==> src/rtl/if_stage_pkg.sv <==
// Shared pipeline types: fetch FSM encoding, NOP word, IF/ID entry layout.
// Latency: n/a (types and constants only).
// Backpressure: n/a.
package if_stage_pkg;

  localparam int XLEN = 32;

  // sll $0,$0,0 encodes as all zeros
  localparam logic [XLEN-1:0] NOP_INSTR = 32'h0000_0000;

  typedef enum logic [1:0] {
    FETCH      = 2'd0,
    HOLD       = 2'd1,
    FLUSH_WAIT = 2'd2
  } fetchState_t;

  typedef struct packed {
    logic            valid;
    logic [XLEN-1:0] instr;
    logic [XLEN-1:0] pcPlus4;
  } ifIdEntry_t;

  localparam int IF_ID_W = $bits(ifIdEntry_t);

  function automatic ifIdEntry_t makeBubble(input logic [XLEN-1:0] nopWord);
    ifIdEntry_t b;
    b.valid   = 1'b0;
    b.instr   = nopWord;
    b.pcPlus4 = '0;
    return b;
  endfunction

endpackage

==> src/rtl/if_stage_if.sv <==
// Instruction-memory request/acknowledge port.
// Latency: memory-defined; ack may come in the request cycle or later.
// Backpressure: requester holds addr stable until ack.
interface if_stage_if;
  logic        imem_req;
  logic [31:0] imem_addr;
  logic        imem_ack;
  logic [31:0] imem_rdata;

  modport master (output imem_req, output imem_addr, input imem_ack, input imem_rdata);
  modport slave  (input imem_req, input imem_addr, output imem_ack, output imem_rdata);
endinterface

==> src/rtl/if_stage_if_id_reg.sv <==
// IF/ID pipeline register with load, bubble and hold controls.
// Latency: one cycle from load/bubble to output.
// Backpressure: holds contents when neither load nor bubble is asserted.
module if_stage_if_id_reg
  import if_stage_pkg::*;
#(
  parameter logic [31:0] BUBBLE_INSTR = NOP_INSTR
) (
  input  logic       clk,
  input  logic       rst,
  input  logic       load,
  input  logic       bubble,
  input  ifIdEntry_t loadEntry,
  output ifIdEntry_t entry
);

  // Bubble wins over load so a redirect always squashes the slot
  always_ff @(posedge clk) begin
    if (rst || bubble) begin
      entry <= makeBubble(BUBBLE_INSTR);
    end else if (load) begin
      entry <= loadEntry;
    end
  end

endmodule

==> src/rtl/if_stage.sv <==
// MIPS fetch stage: owns PC, drives imem req/ack, fills IF/ID.
// Latency: one cycle from ack to IF/ID with zero-wait memory.
// Backpressure: PC_IFWrite=0 parks a returned word in HOLD (req dropped).
module if_stage #(
  parameter logic [31:0] RESET_PC  = 32'h0000_0000,
  parameter logic [31:0] NOP_INSTR = if_stage_pkg::NOP_INSTR
) (
  input  logic         clk,
  input  logic         rst,
  input  logic         PC_IFWrite,
  input  logic         branch_taken,
  input  logic [31:0]  branch_target,
  if_stage_if.master   imem,
  output logic         IF_ID_valid,
  output logic [31:0]  IF_ID_instr,
  output logic [31:0]  IF_ID_pc_plus4
);
  import if_stage_pkg::*;

  fetchState_t state, stateNext;
  logic [31:0] pc, pcNext;
  logic [31:0] holdBuf, holdBufNext;
  logic [31:0] savedTarget, savedTargetNext;
  logic [31:0] pcPlus4;
  logic        idLoad;
  logic        idBubble;
  ifIdEntry_t  idLoadEntry;
  ifIdEntry_t  idEntry;

  // In FLUSH_WAIT the PC is left at the old fetch address, so addr=pc
  // keeps the outstanding request stable until it is acknowledged.
  assign pcPlus4        = pc + 32'd4;
  assign imem.imem_req  = !rst && (state != HOLD);
  assign imem.imem_addr = pc;

  // State, PC, parked word and pending redirect target
  always_ff @(posedge clk) begin
    if (rst) begin
      state       <= FETCH;
      pc          <= RESET_PC;
      holdBuf     <= '0;
      savedTarget <= '0;
    end else begin
      state       <= stateNext;
      pc          <= pcNext;
      holdBuf     <= holdBufNext;
      savedTarget <= savedTargetNext;
    end
  end

  // Next-state and IF/ID control; redirect outranks the stall input
  always_comb begin
    stateNext           = state;
    pcNext              = pc;
    holdBufNext         = holdBuf;
    savedTargetNext     = savedTarget;
    idLoad              = 1'b0;
    idBubble            = 1'b0;
    idLoadEntry.valid   = 1'b1;
    idLoadEntry.instr   = imem.imem_rdata;
    idLoadEntry.pcPlus4 = pcPlus4;

    unique case (state)
      FETCH: begin
        if (branch_taken) begin
          idBubble = 1'b1;
          if (imem.imem_ack) begin
            pcNext = branch_target;
          end else begin
            savedTargetNext = branch_target;
            stateNext       = FLUSH_WAIT;
          end
        end else if (imem.imem_ack) begin
          if (PC_IFWrite) begin
            idLoad = 1'b1;
            pcNext = pcPlus4;
          end else begin
            holdBufNext = imem.imem_rdata;
            stateNext   = HOLD;
          end
        end else if (PC_IFWrite) begin
          idBubble = 1'b1;
        end
      end

      HOLD: begin
        if (branch_taken) begin
          idBubble  = 1'b1;
          pcNext    = branch_target;
          stateNext = FETCH;
        end else if (PC_IFWrite) begin
          idLoad            = 1'b1;
          idLoadEntry.instr = holdBuf;
          pcNext            = pcPlus4;
          stateNext         = FETCH;
        end
      end

      FLUSH_WAIT: begin
        idBubble = 1'b1;
        if (branch_taken) begin
          savedTargetNext = branch_target;
        end
        if (imem.imem_ack) begin
          pcNext    = branch_taken ? branch_target : savedTarget;
          stateNext = FETCH;
        end
      end

      default: begin
        stateNext = FETCH;
      end
    endcase
  end

  if_stage_if_id_reg #(
    .BUBBLE_INSTR (NOP_INSTR)
  ) u_if_id_reg (
    .clk       (clk),
    .rst       (rst),
    .load      (idLoad),
    .bubble    (idBubble),
    .loadEntry (idLoadEntry),
    .entry     (idEntry)
  );

  assign IF_ID_valid    = idEntry.valid;
  assign IF_ID_instr    = idEntry.instr;
  assign IF_ID_pc_plus4 = idEntry.pcPlus4;

endmodule

==> src/flat_wrapper.sv <==
// flat-port wrapper written by rule: the top's interface ports become plain ports
module if_stage_flat import if_stage_pkg::*;
#(
  parameter logic [31:0] RESET_PC  = 32'h0000_0000,
  parameter logic [31:0] NOP_INSTR = if_stage_pkg::NOP_INSTR
)
  (clk, rst, PC_IFWrite, branch_taken, branch_target, IF_ID_valid, IF_ID_instr, IF_ID_pc_plus4, imem_imem_req, imem_imem_addr, imem_imem_ack, imem_imem_rdata);
  if_stage_if imem_i ();
  input  logic clk;
  input  logic rst;
  input  logic PC_IFWrite;
  input  logic branch_taken;
  input  logic [31:0] branch_target;
  output logic IF_ID_valid;
  output logic [31:0] IF_ID_instr;
  output logic [31:0] IF_ID_pc_plus4;
  output wire logic [$bits(imem_i.imem_req)-1:0] imem_imem_req;
  output wire logic [$bits(imem_i.imem_addr)-1:0] imem_imem_addr;
  input wire logic [$bits(imem_i.imem_ack)-1:0] imem_imem_ack;
  input wire logic [$bits(imem_i.imem_rdata)-1:0] imem_imem_rdata;
  assign imem_imem_req = imem_i.imem_req;
  assign imem_imem_addr = imem_i.imem_addr;
  assign imem_i.imem_ack = imem_imem_ack;
  assign imem_i.imem_rdata = imem_imem_rdata;
  if_stage #(.RESET_PC(RESET_PC), .NOP_INSTR(NOP_INSTR)) u_core (.clk(clk), .rst(rst), .PC_IFWrite(PC_IFWrite), .branch_taken(branch_taken), .branch_target(branch_target), .imem(imem_i), .IF_ID_valid(IF_ID_valid), .IF_ID_instr(IF_ID_instr), .IF_ID_pc_plus4(IF_ID_pc_plus4));
endmodule
==> config.mk <==
export PLATFORM = sky130hd
export DESIGN_NAME = if_stage_flat
export DESIGN_NICKNAME = d
export VERILOG_FILES = /design/src/rtl/if_stage_pkg.sv /design/src/rtl/if_stage_if.sv /design/src/rtl/if_stage_if_id_reg.sv /design/src/rtl/if_stage.sv /design/src/flat_wrapper.sv
export SDC_FILE = /design/constraint.sdc
export NUM_CORES = 1
export LEC_CHECK = 0
export ABC_AREA = 1
export CAP_MARGIN = 20
export CORE_UTILIZATION = 37
export DETAILED_ROUTE_END_ITERATION = 6
export DONT_BUFFER_PORTS = 1
export HOLD_SLACK_MARGIN = 0.06
export MAX_ROUTING_LAYER = met4
export SETUP_SLACK_MARGIN = 0.05
export SLEW_MARGIN = 5
export SYNTH_ARGS = -nofsm -noshare
export SYNTH_HDL_FRONTEND = slang
export SYNTH_SLANG_ARGS = --single-unit
==> constraint.sdc <==
create_clock -name clk -period 2.08 [get_ports clk]
set_clock_uncertainty 0.1 [all_clocks]
set_input_delay 0 -clock clk [delete_from_list [all_inputs] [get_ports clk]]
set_output_delay 0 -clock clk [all_outputs]
set_load 0.01 [all_outputs]
# Word level (Yosys, flattened, before mapping)
# Index checks and enable logic that the tools add are counted.
# word_totals
mem_count	0
elab_cells	61
latch_bits	0
mem_bits_ro	0
out_inout_bits	98
reg_bits	163
mem_bits_rw	0
in_bits	69
# classes
div	0
n_lt_le_gt_ge	0
add_sub_neg	1
shift	0
mul	0
n_reduce_logical	10
muxes	31
eq_ne	11
n_bitwise	1
# op_table
op	count
$mux W32	12
$pmux W32 S3	1
$pmux W32 S2	1
$add A32 B3 Y32 const B	1
$mux W2	7
$ne A3 B3 Y1 const B	4
$reduce_and A3 Y1	3
$ne A2 B2 Y1 const B	4
$mux W1	7
$pmux W2 S3	1
$reduce_and A5 Y1	1
$pmux W1 S3	1
$reduce_bool A3 Y1	1
$eq A2 B1 Y1 const B	1
$eq A2 B2 Y1 const B	1
$logic_not A2 Y1	1
$ne A2 B1 Y1 const B	1
$pmux W1 S2	1
$reduce_bool A2 Y1	1
$logic_and A1 B1 Y1	1
$logic_not A1 Y1	1
$logic_or A1 B1 Y1	1
$not A1 Y1	1

# Longest topological paths before layout
# Gate-level depths: netlist (run 1).
# depth
ltp_word	5
ltp_mapped	12
ltp_nobuf	12

# Cells and area by module
# From an unflattened synthesis (run 1), not the netlist that was laid out.
# unflattened
cells_unflattened	1382
area_unflattened_um2	8749.6
# modules_own_cells
mod	cells_per_inst	area_each_um2	instances	seq_area_each_um2
if_stage	970	6104.6	1	1961.9
if_stage_if_id_reg	412	2645.0	1	1301.2

# Worst setup path after synthesis (run 1)
# Ideal clock, no wire load.
# synth_timing
path_kind	reg-to-reg
start	register u_core.pc[2] (netlist: u_core.imem.imem_addr[2])
end	register u_core.pc[16] (netlist: u_core.imem.imem_addr[16])
arrival_ns	1.538
period_less_slack_ns	1.708
path_stages_with_launch	11
slack_ns	0.372
path_buffers	0
path_cell_list	dfxtp_1 -> ha_1 -> nand2_1 -> nor2_4 -> nand2_1 -> nor2_2 -> xor2_1 -> nand2_1 -> nand2_1 -> nand2_1 -> a21oi_1
# synth_via
elab_chain_len	5
word_cells_on_any_way	6
classes_between	1 x add/sub; 5 x mux
# synth_lines
element	line	rtl
start, declared	if_stage.sv:21	logic [31:0] pc, pcNext;
start signal, assigned	if_stage.sv:45	pc <= pcNext;
$add A32 B3 Y32 (*)	if_stage.sv:32	assign pcPlus4 = pc + 32'd4;
$mux W32 (*)	if_stage.sv:74, if_stage.sv:91	
$mux W32	if_stage.sv:73	end else if (imem.imem_ack) begin
$mux W32	if_stage.sv:65	if (branch_taken) begin
$pmux W32 S3 (*)	if_stage.sv:63	unique case (state)
# Every way passes the cells marked *; elsewhere a longest branch is shown, timed or not. The select of a mux whose other input is x is not followed.
# A chain may end at the register's enable or synchronous reset.

# Worst setup path in the final report (run 1)
# layout_timing
start	register u_core.state[0]
end	register u_core.savedTarget[8]
# layout_via
elab_chain_len	3
word_cells_on_any_way	7
classes_between	3 x eq/ne; 1 x mux; 3 x reduce/logical
# layout_lines
element	line	rtl
start, declared	if_stage.sv:20	fetchState_t state, stateNext;
start signal, assigned	if_stage.sv:44	state <= stateNext;
$eq A2 B2 Y1 / $logic_not A2 Y1 (equally long branches)	if_stage.sv:63	
$reduce_bool A2 Y1 (no source line) / $ne A2 B2 Y1 (equally long branches)	--	
$reduce_and A3 Y1 (no source line)	--	
end signal, assigned	if_stage.sv:47	savedTarget <= savedTargetNext;
end, declared	if_stage.sv:23	logic [31:0] savedTarget, savedTargetNext;
# Parallel ways exist; a longest one is shown, timed or not.

==> results of run 1 <==
flip-flops by register name (all words and copies together) (netlist names):
name and flops:
u_core.holdBuf 32, u_core.imem.imem_addr 32, u_core.savedTarget 32, u_core.state 2, u_core.u_if_id_reg.entry 65
layer usage:
layer,share of wire,global-route usage,up-vias
li1,-,-,4171
met1,0.47,0.321,3852
met2,0.43,0.348,268
met3,0.076,0.0536,29
met4,0.021,0.0813,0
met5,0,-,-
worst max-delay path, delay by kind of cell (launching register included):
family          cells  cell delay [ps]
simple gates        1              140
buf+inv             3              890
compound gates      3              270
flops               1              410
cells by family after synthesis:
logic type      count (synthesis)  share of synthesized area
fa+ha+maj                       1                    0.00154
xor+xnor                       15                     0.0162
buf+inv                       145                     0.0801
simple gates                  490                      0.239
mux                            13                     0.0160
compound gates                373                      0.246
flops                         163                      0.402
per-stage QoR:
step,utilization,std cells,worst slack (ps),power (mW),hold slack (ps)
finish,0.484,1587,143,7.92,96.4
global route,0.484,1586,26.7,8.27,145
CTS,0.476,1579,58.9,7.90,72.3
detailed placement,0.399,1441,175,4.58,-21.9
global placement,0.399,1441,211,4.57,-22.9
floorplan,-,1200,372,4.26,60.1
what timing repair did:
| item | in CTS | in global routing |
|---|---|---|
| buffers inserted | 0 | 1 |
| endpoints found under the setup margin | 0 | 69 |
| gates resized for setup | 0 | 17 |
| hold endpoints to repair | 151 | 0 |
| hold buffers | 106 | 0 |
synthesized netlist by cell type:
cell / instances / share of area
nor2_1: 131 / 0.061
buf_1: 3 / 0.0014
xnor2_1: 1 / 0.0011
nand2_4: 1 / 0.0014
a21boi_0: 1 / 0.00092
clkbuf_1: 37 / 0.017
nand2_2: 3 / 0.0023
nor2_2: 4 / 0.0031
o21ai_1: 26 / 0.016
o21a_1: 2 / 0.0018
a21oi_2: 1 / 0.0011
dfxtp_1: 163 / 0.40
nand2_1: 324 / 0.15
inv_2: 7 / 0.0032
clkinv_2: 1 / 0.00062
a31oi_1: 39 / 0.030
a211oi_1: 14 / 0.013
nor2_4: 4 / 0.0055
ha_1: 1 / 0.0015
nand3b_1: 3 / 0.0028
nand3_1: 15 / 0.0092
o211ai_1: 7 / 0.0065
o2111ai_1: 1 / 0.0011
mux2i_1: 13 / 0.016
and2_1: 2 / 0.0015
inv_1: 53 / 0.024
buf_6: 4 / 0.0055
o21ai_2: 3 / 0.0032
xor2_1: 14 / 0.015
clkbuf_2: 1 / 0.00062
buf_4: 10 / 0.0092
buf_2: 29 / 0.018
nor3_1: 2 / 0.0012
nor3_2: 1 / 0.0012
o21ai_0: 123 / 0.076
a21oi_1: 156 / 0.096
area by class of cell:
cell class,instances,area [um2],area share
tap,275,344,0.0334
sequential,163,3260,0.317
antenna,4,10.0,0.000972
multi-input combinational,892,4260,0.414
timing repair buffer,160,1610,0.157
clock inverter,11,129,0.0125
clock buffer,21,440,0.0428
inverter,61,236,0.0230
final timing paths:
check	end	slack, ps	depth (start not counted)
setup / recovery	u_core.savedTarget[8]	140	7
setup reg to reg	u_core.savedTarget[8]	140	7
hold reg to reg	u_core.holdBuf[28]	350	2
hold / removal	u_core.u_if_id_reg.entry[13]	100	7
report_power, final:
part / switching, mW / total [mW] / internal, mW
clock network: 1.35 / 3.13 / 1.78
logic: 0.762 / 1.30 / 0.535
registers: 0.182 / 3.49 / 3.31
total: 2.30 / 7.92 / 5.62
==> impl_metrics.json, run 1 <==
{
  "grtUsageTotal": 0.238,
  "final-setup-viol-count": 0,
  "crit_top_cell": "a21oi_1",
  "worstPathMaxFanout": 45,
  "slowest_stage": "dlygate4sd3_1",
  "path_clk_slew_ps": 60,
  "nets": 1365,
  "cp.required_ps": 2290,
  "synth-seq-cells": 163,
  "final_common_cell": "nand2_1",
  "io_buffers": 0,
  "drt_wl_total_um": 26600,
  "drive_above_1_share": 0.0894,
  "die_w_um": 150,
  "cts_buffer_depth": 2,
  "grt_overflow": 0,
  "slew_headroom": 0.475,
  "cts_tree": "yes",
  "htreeDepth": 4,
  "ys.warnings.count": 0,
  "cp-startpoint": "u_core.state[0]",
  "cap_violations": 0,
  "clkSinkCount": 163,
  "r2r_start": "u_core.state[0]",
  "ant_nets": 0,
  "clock_latency_ps": 430,
  "min-delay-start": "PC_IFWrite",
  "grt_max_degree": 91,
  "setup_tns_ps": 0,
  "drc": 0,
  "leakagePower_nw": 4.27,
  "routabilityCongestion": 0.938,
  "timing.final.crit_period_ps": 1940,
  "powerDensity_nw_per_um2": 769,
  "fin_area_um2": 10300,
  "crit_path_max_incr_delay_ps": 570,
  "fillers": 2128,
  "synth_seq_area_share": 0.402,
  "hold_path_class": "primary input to flip-flop",
  "wire_per_inst_um": 16.8,
  "crit_path_start_kind": "flip-flop",
  "via_count": 8320,
  "fmax_mhz": 516,
  "status": "completed",
  "dp_hpwl_um": 17100,
  "postSynthCellCount": 1200,
  "dieHeight_um": 150,
  "peakVddDrop_mv": 0.456,
  "area_growth_pct": 26.8,
  "rows": 53,
  "cts-root-buf": "clkbuf_16",
  "routed_via_density": 5.24,
  "grt_antenna_before_repair": 3,
  "crit_chain": "inv_2 > nand2_4 > buf_16 > a21oi_1 > a21oi_1 > dlygate4sd3_1 > a21oi_1",
  "first_pass_iters": 6,
  "initial_core_util": 0.381,
  "ioPinCount": 167,
  "cts_buffers": 17,
  "syn_avg_cell_area_um2": 6.77,
  "tightest_slew_ps": 788,
  "first_iter_violations": 671,
  "synth_cell_type_count": 36,
  "layout_common_cells": "nand2_1, dfxtp_1, a21oi_1, nor2_1, o21ai_0",
  "drv_slew": 0,
  "cp.arrival_ps": 2150,
  "rsz0062_at_grt": "true",
  "placed_area_um2": 8490,
  "core_area_um2": 21300,
  "period_share": 0.931,
  "crit_type": "flip-flop to flip-flop",
  "syn_nets": 1270,
  "hold_viol_final": 0,
  "synth_area_um2": 8120,
  "grt_pass1_vias": 7644,
  "end_kind": "flip-flop",
  "grt_pass1_wl_um": 40500,
  "dieArea_um2": 22500
}
(Power assumes the default switching activity.)
==> run 2: changes to the inputs <==
--- a/config.mk
+++ b/config.mk
@@ -5,7 +5,7 @@
 export SDC_FILE = /design/constraint.sdc
 export NUM_CORES = 1
 export LEC_CHECK = 0
-export ABC_AREA = 1
+export ABC_AREA = 0
 export CAP_MARGIN = 20
 export CORE_UTILIZATION = 37
 export DETAILED_ROUTE_END_ITERATION = 6
==> run 2 against run 1 <==
Compared with the run above: core utilization fell by 0.086 points; die area fell by 8.9%; register-to-register slack barely moved; largest power group unchanged.
==> impl_metrics.json, run 2 <==
{
  "area_growth_pct": 27.6,
  "synth-simple-area-share": 0.224,
  "cp.arrival_ps": 2200,
  "tightest_slew_ps": 531,
  "p_sw_frac": 0.294,
  "first_iter_violations": 412,
  "p_comb_frac": 0.123,
  "initial_core_util": 0.378,
  "yosysMostFrequentCell": "nand2_1",
  "final_util": 0.483,
  "status": "completed",
  "synth_fa_ha_area_frac": 0.00169,
  "leakagePower_nw": 3.24,
  "path_clk_slew_ps": 70,
  "final-setup-viol-count": 0,
  "cts_buffers": 17,
  "crit_chain": "ha_2 > nand4_1 > buf_4 > nor4_4 > nand4_1 > or3_1 > a31oi_1",
  "synth_area_um2": 7390,
  "dieArea_um2": 20500,
  "setup_ws_ps": 144,
  "timing.final.crit_period_ps": 1940,
  "crit_path_start_kind": "flip-flop",
  "cp-startpoint": "u_core.imem.imem_addr[2]",
  "wire_per_inst_um": 17.3,
  "regMostFlops": "u_core.u_if_id_reg.entry",
  "multiInputGateArea_um2": 3860,
  "grt_antenna_before_repair": 0,
  "synth_area_leaders": "dfxtp_1, nand2_1, a211oi_1, a21oi_1, nor2_1",
  "dp_hpwl_um": 15000,
  "nets": 1070,
  "grt_pass1_vias": 6110,
  "r2r-end": "u_core.imem.imem_addr[26]",
  "drc": 0,
  "register_area_um2": 3270,
  "synth_top_family_by_area": "simple AND/OR/NAND/NOR gates",
  "setup_tns_ps": 0,
  "slowest_stage": "dfxtp_2",
  "ys_top_cells_by_count": "nand2_1, dfxtp_1, a21oi_1",
  "antennaDiodeCount": 0,
  "cts_tree": "yes",
  "syn_nets": 988,
  "rows": 51,
  "synth_compound_area_frac": 0.210,
  "ys.warnings.count": 0,
  "worstPathMaxFanout": 4,
  "synth_top_area_share": 0.442,
  "cts-root-buf": "clkbuf_16",
  "largest_register_ffs": 65,
  "r2r_start": "u_core.imem.imem_addr[2]",
  "hold_ws_ps": 125,
  "hold_viol_final": 0,
  "drive_above_1_share": 0.120,
  "grt_pass1_wl_um": 34200,
  "async_flop_share": 0,
  "cap_violations": 0,
  "grt_overflow": 0,
  "synth_cell_type_count": 56,
  "grt_max_degree": 96,
  "pwr-share-seq": 0.450,
  "synth.area.mux_share": 0.0433,
  "fmax_mhz": 516,
  "io_buffers": 0,
  "r2r_slack_ps": 140,
  "postSynthCellCount": 918,
  "cts_buffer_depth": 2,
  "period_share": 0.931,
  "fillers": 1914,
  "synthXorXnorAreaFrac": 0.0320,
  "ioPinCount": 167,
  "synth-seq-cells": 163,
  "routabilityCongestion": 0.890,
  "cp.required_ps": 2340,
  "crit_path_max_incr_delay_ps": 330,
  "drt_wl_total_um": 22200,
  "rsz0062_at_grt": "true",
  "core_area_um2": 19500,
  "synthFlopType": "dfxtp_1",
  "r2r_cells": 7,
  "min-delay-start": "imem_imem_ack",
  "crit_end": "u_core.imem.imem_addr[26]",
  "first_pass_iters": 5,
  "p_int_mw": 5.26,
  "clock_latency_ps": 430,
  "htreeDepth": 4,
  "netSwitchingPower_mw": 2.19,
  "hold_path_class": "primary input to flip-flop",
  "peakVddDrop_mv": 0.542,
  "synth_edf_count": 0,
  "die_w_um": 143,
  "grtUsageTotal": 0.224,
  "final_common_cell": "nand2_1",
  "end_kind": "flip-flop",
  "dieHeight_um": 143,
  "powerDensity_nw_per_um2": 790,
  "pre_cts_ws_ps": 90.6,
  "drv_slew": 0,
  "ant_nets": 0,
  "yosys.area.top_type": "dfxtp_1",
  "via_count": 6844,
  "routed_via_density": 5.36,
  "syn_avg_cell_area_um2": 8.05,
  "clock_power_share": 0.427,
  "clkSinkCount": 163,
  "crit_type": "flip-flop to flip-flop",
  "crit_top_cell": "nand4_1",
  "layout_common_cells": "nand2_1, dfxtp_1, a21oi_1, nor2_1, dlygate4sd3_1",
  "slew_headroom": 0.645,
  "synth_seq_area_share": 0.442
}
## run 2: cell types whose count changed after synthesis, sizes merged, moves of 12 or more
cell / delta
a21oi: -56
clkbuf: +12
nand2: -144
mux2i: +19
o21ai: -121
inv: -49
buf: -22
nor2: -52
a31oi: -32
xnor2: +12
a211oi: +55
## run 2: worst min path at each step
stage,end,slack [ps],cells past startpoint
CTS,u_core.savedTarget[6],110,4
floorplan,u_core.state[1],-20,1
detailed placement,imem_imem_req,-20,1
global route,u_core.u_if_id_reg.entry[61],160,4
finish,u_core.savedTarget[4],130,4
global placement,imem_imem_req,-30,1
## run 2: critical path, delay by kind of cell, from the launching register on
family,cells,cell delay [ps]
buffers and inverters,1,170
adder cells (fa/ha/maj),1,170
AO/OA/AOI/OAI,1,160
AND/OR/NAND/NOR,4,920
flip-flops,1,330
## run 2: stage by stage
step | cell area, um2 | cells | power [mW]
floorplan | 7390 | 918 | 3.91
global placement | 8040 | 1173 | 4.14
detailed placement | 8040 | 1173 | 4.15
CTS | 9390 | 1276 | 7.53
global route | 9430 | 1278 | 7.74
finish | 9430 | 1278 | 7.45
## run 2: timing repair
action                                  4_1_cts  5_1_grt
endpoints found under the setup margin        0       25
hold buffers                                 71        0
endpoints found under the hold margin       164        0
resized for setup                             0        8
setup buffers                                 0        2
## run 2: logic make-up (layout without fill, tap and decap cells)
group | count (synthesis) | count (layout)
AO/OA/AOI/OAI | 246 | 246
AND/OR/NAND/NOR | 363 | 363
XOR/XNOR | 27 | 27
multiplexers | 32 | 32
flip-flops | 163 | 163
buffers and inverters | 86 | 181
adder cells (fa/ha/maj) | 1 | 1
## run 2: cell type report
class                   count  share of cell area
clock inverters            15              0.0192
inverters                  12             0.00478
clock buffers              17              0.0451
repair buffers            137               0.140
well taps                 265              0.0352
flip-flops and latches    163               0.346
multi-input cells         669               0.409
## run 2: power groups by stage
| stage | combinational (mW) | sequential [mW] | clock, mW |
|---|---|---|---|
| after detailed placement | 0.730 | 3.42 | 0 |
| final | 0.917 | 3.35 | 3.19 |
| after CTS | 0.913 | 3.35 | 3.27 |
| after global placement | 0.723 | 3.42 | 0 |
| after floorplan | 0.482 | 3.43 | 0 |
| after global routing | 1.01 | 3.37 | 3.36 |
## run 2: per-layer routing
| metal | track usage | vias up | share of wire |
|---|---|---|---|
| met4 | 0.0834 | 0 | 0.021 |
| met5 | - | - | 0 |
| met3 | 0.0740 | 34 | 0.093 |
| li1 | - | 3424 | - |
| met2 | 0.328 | 294 | 0.45 |
| met1 | 0.287 | 3092 | 0.44 |
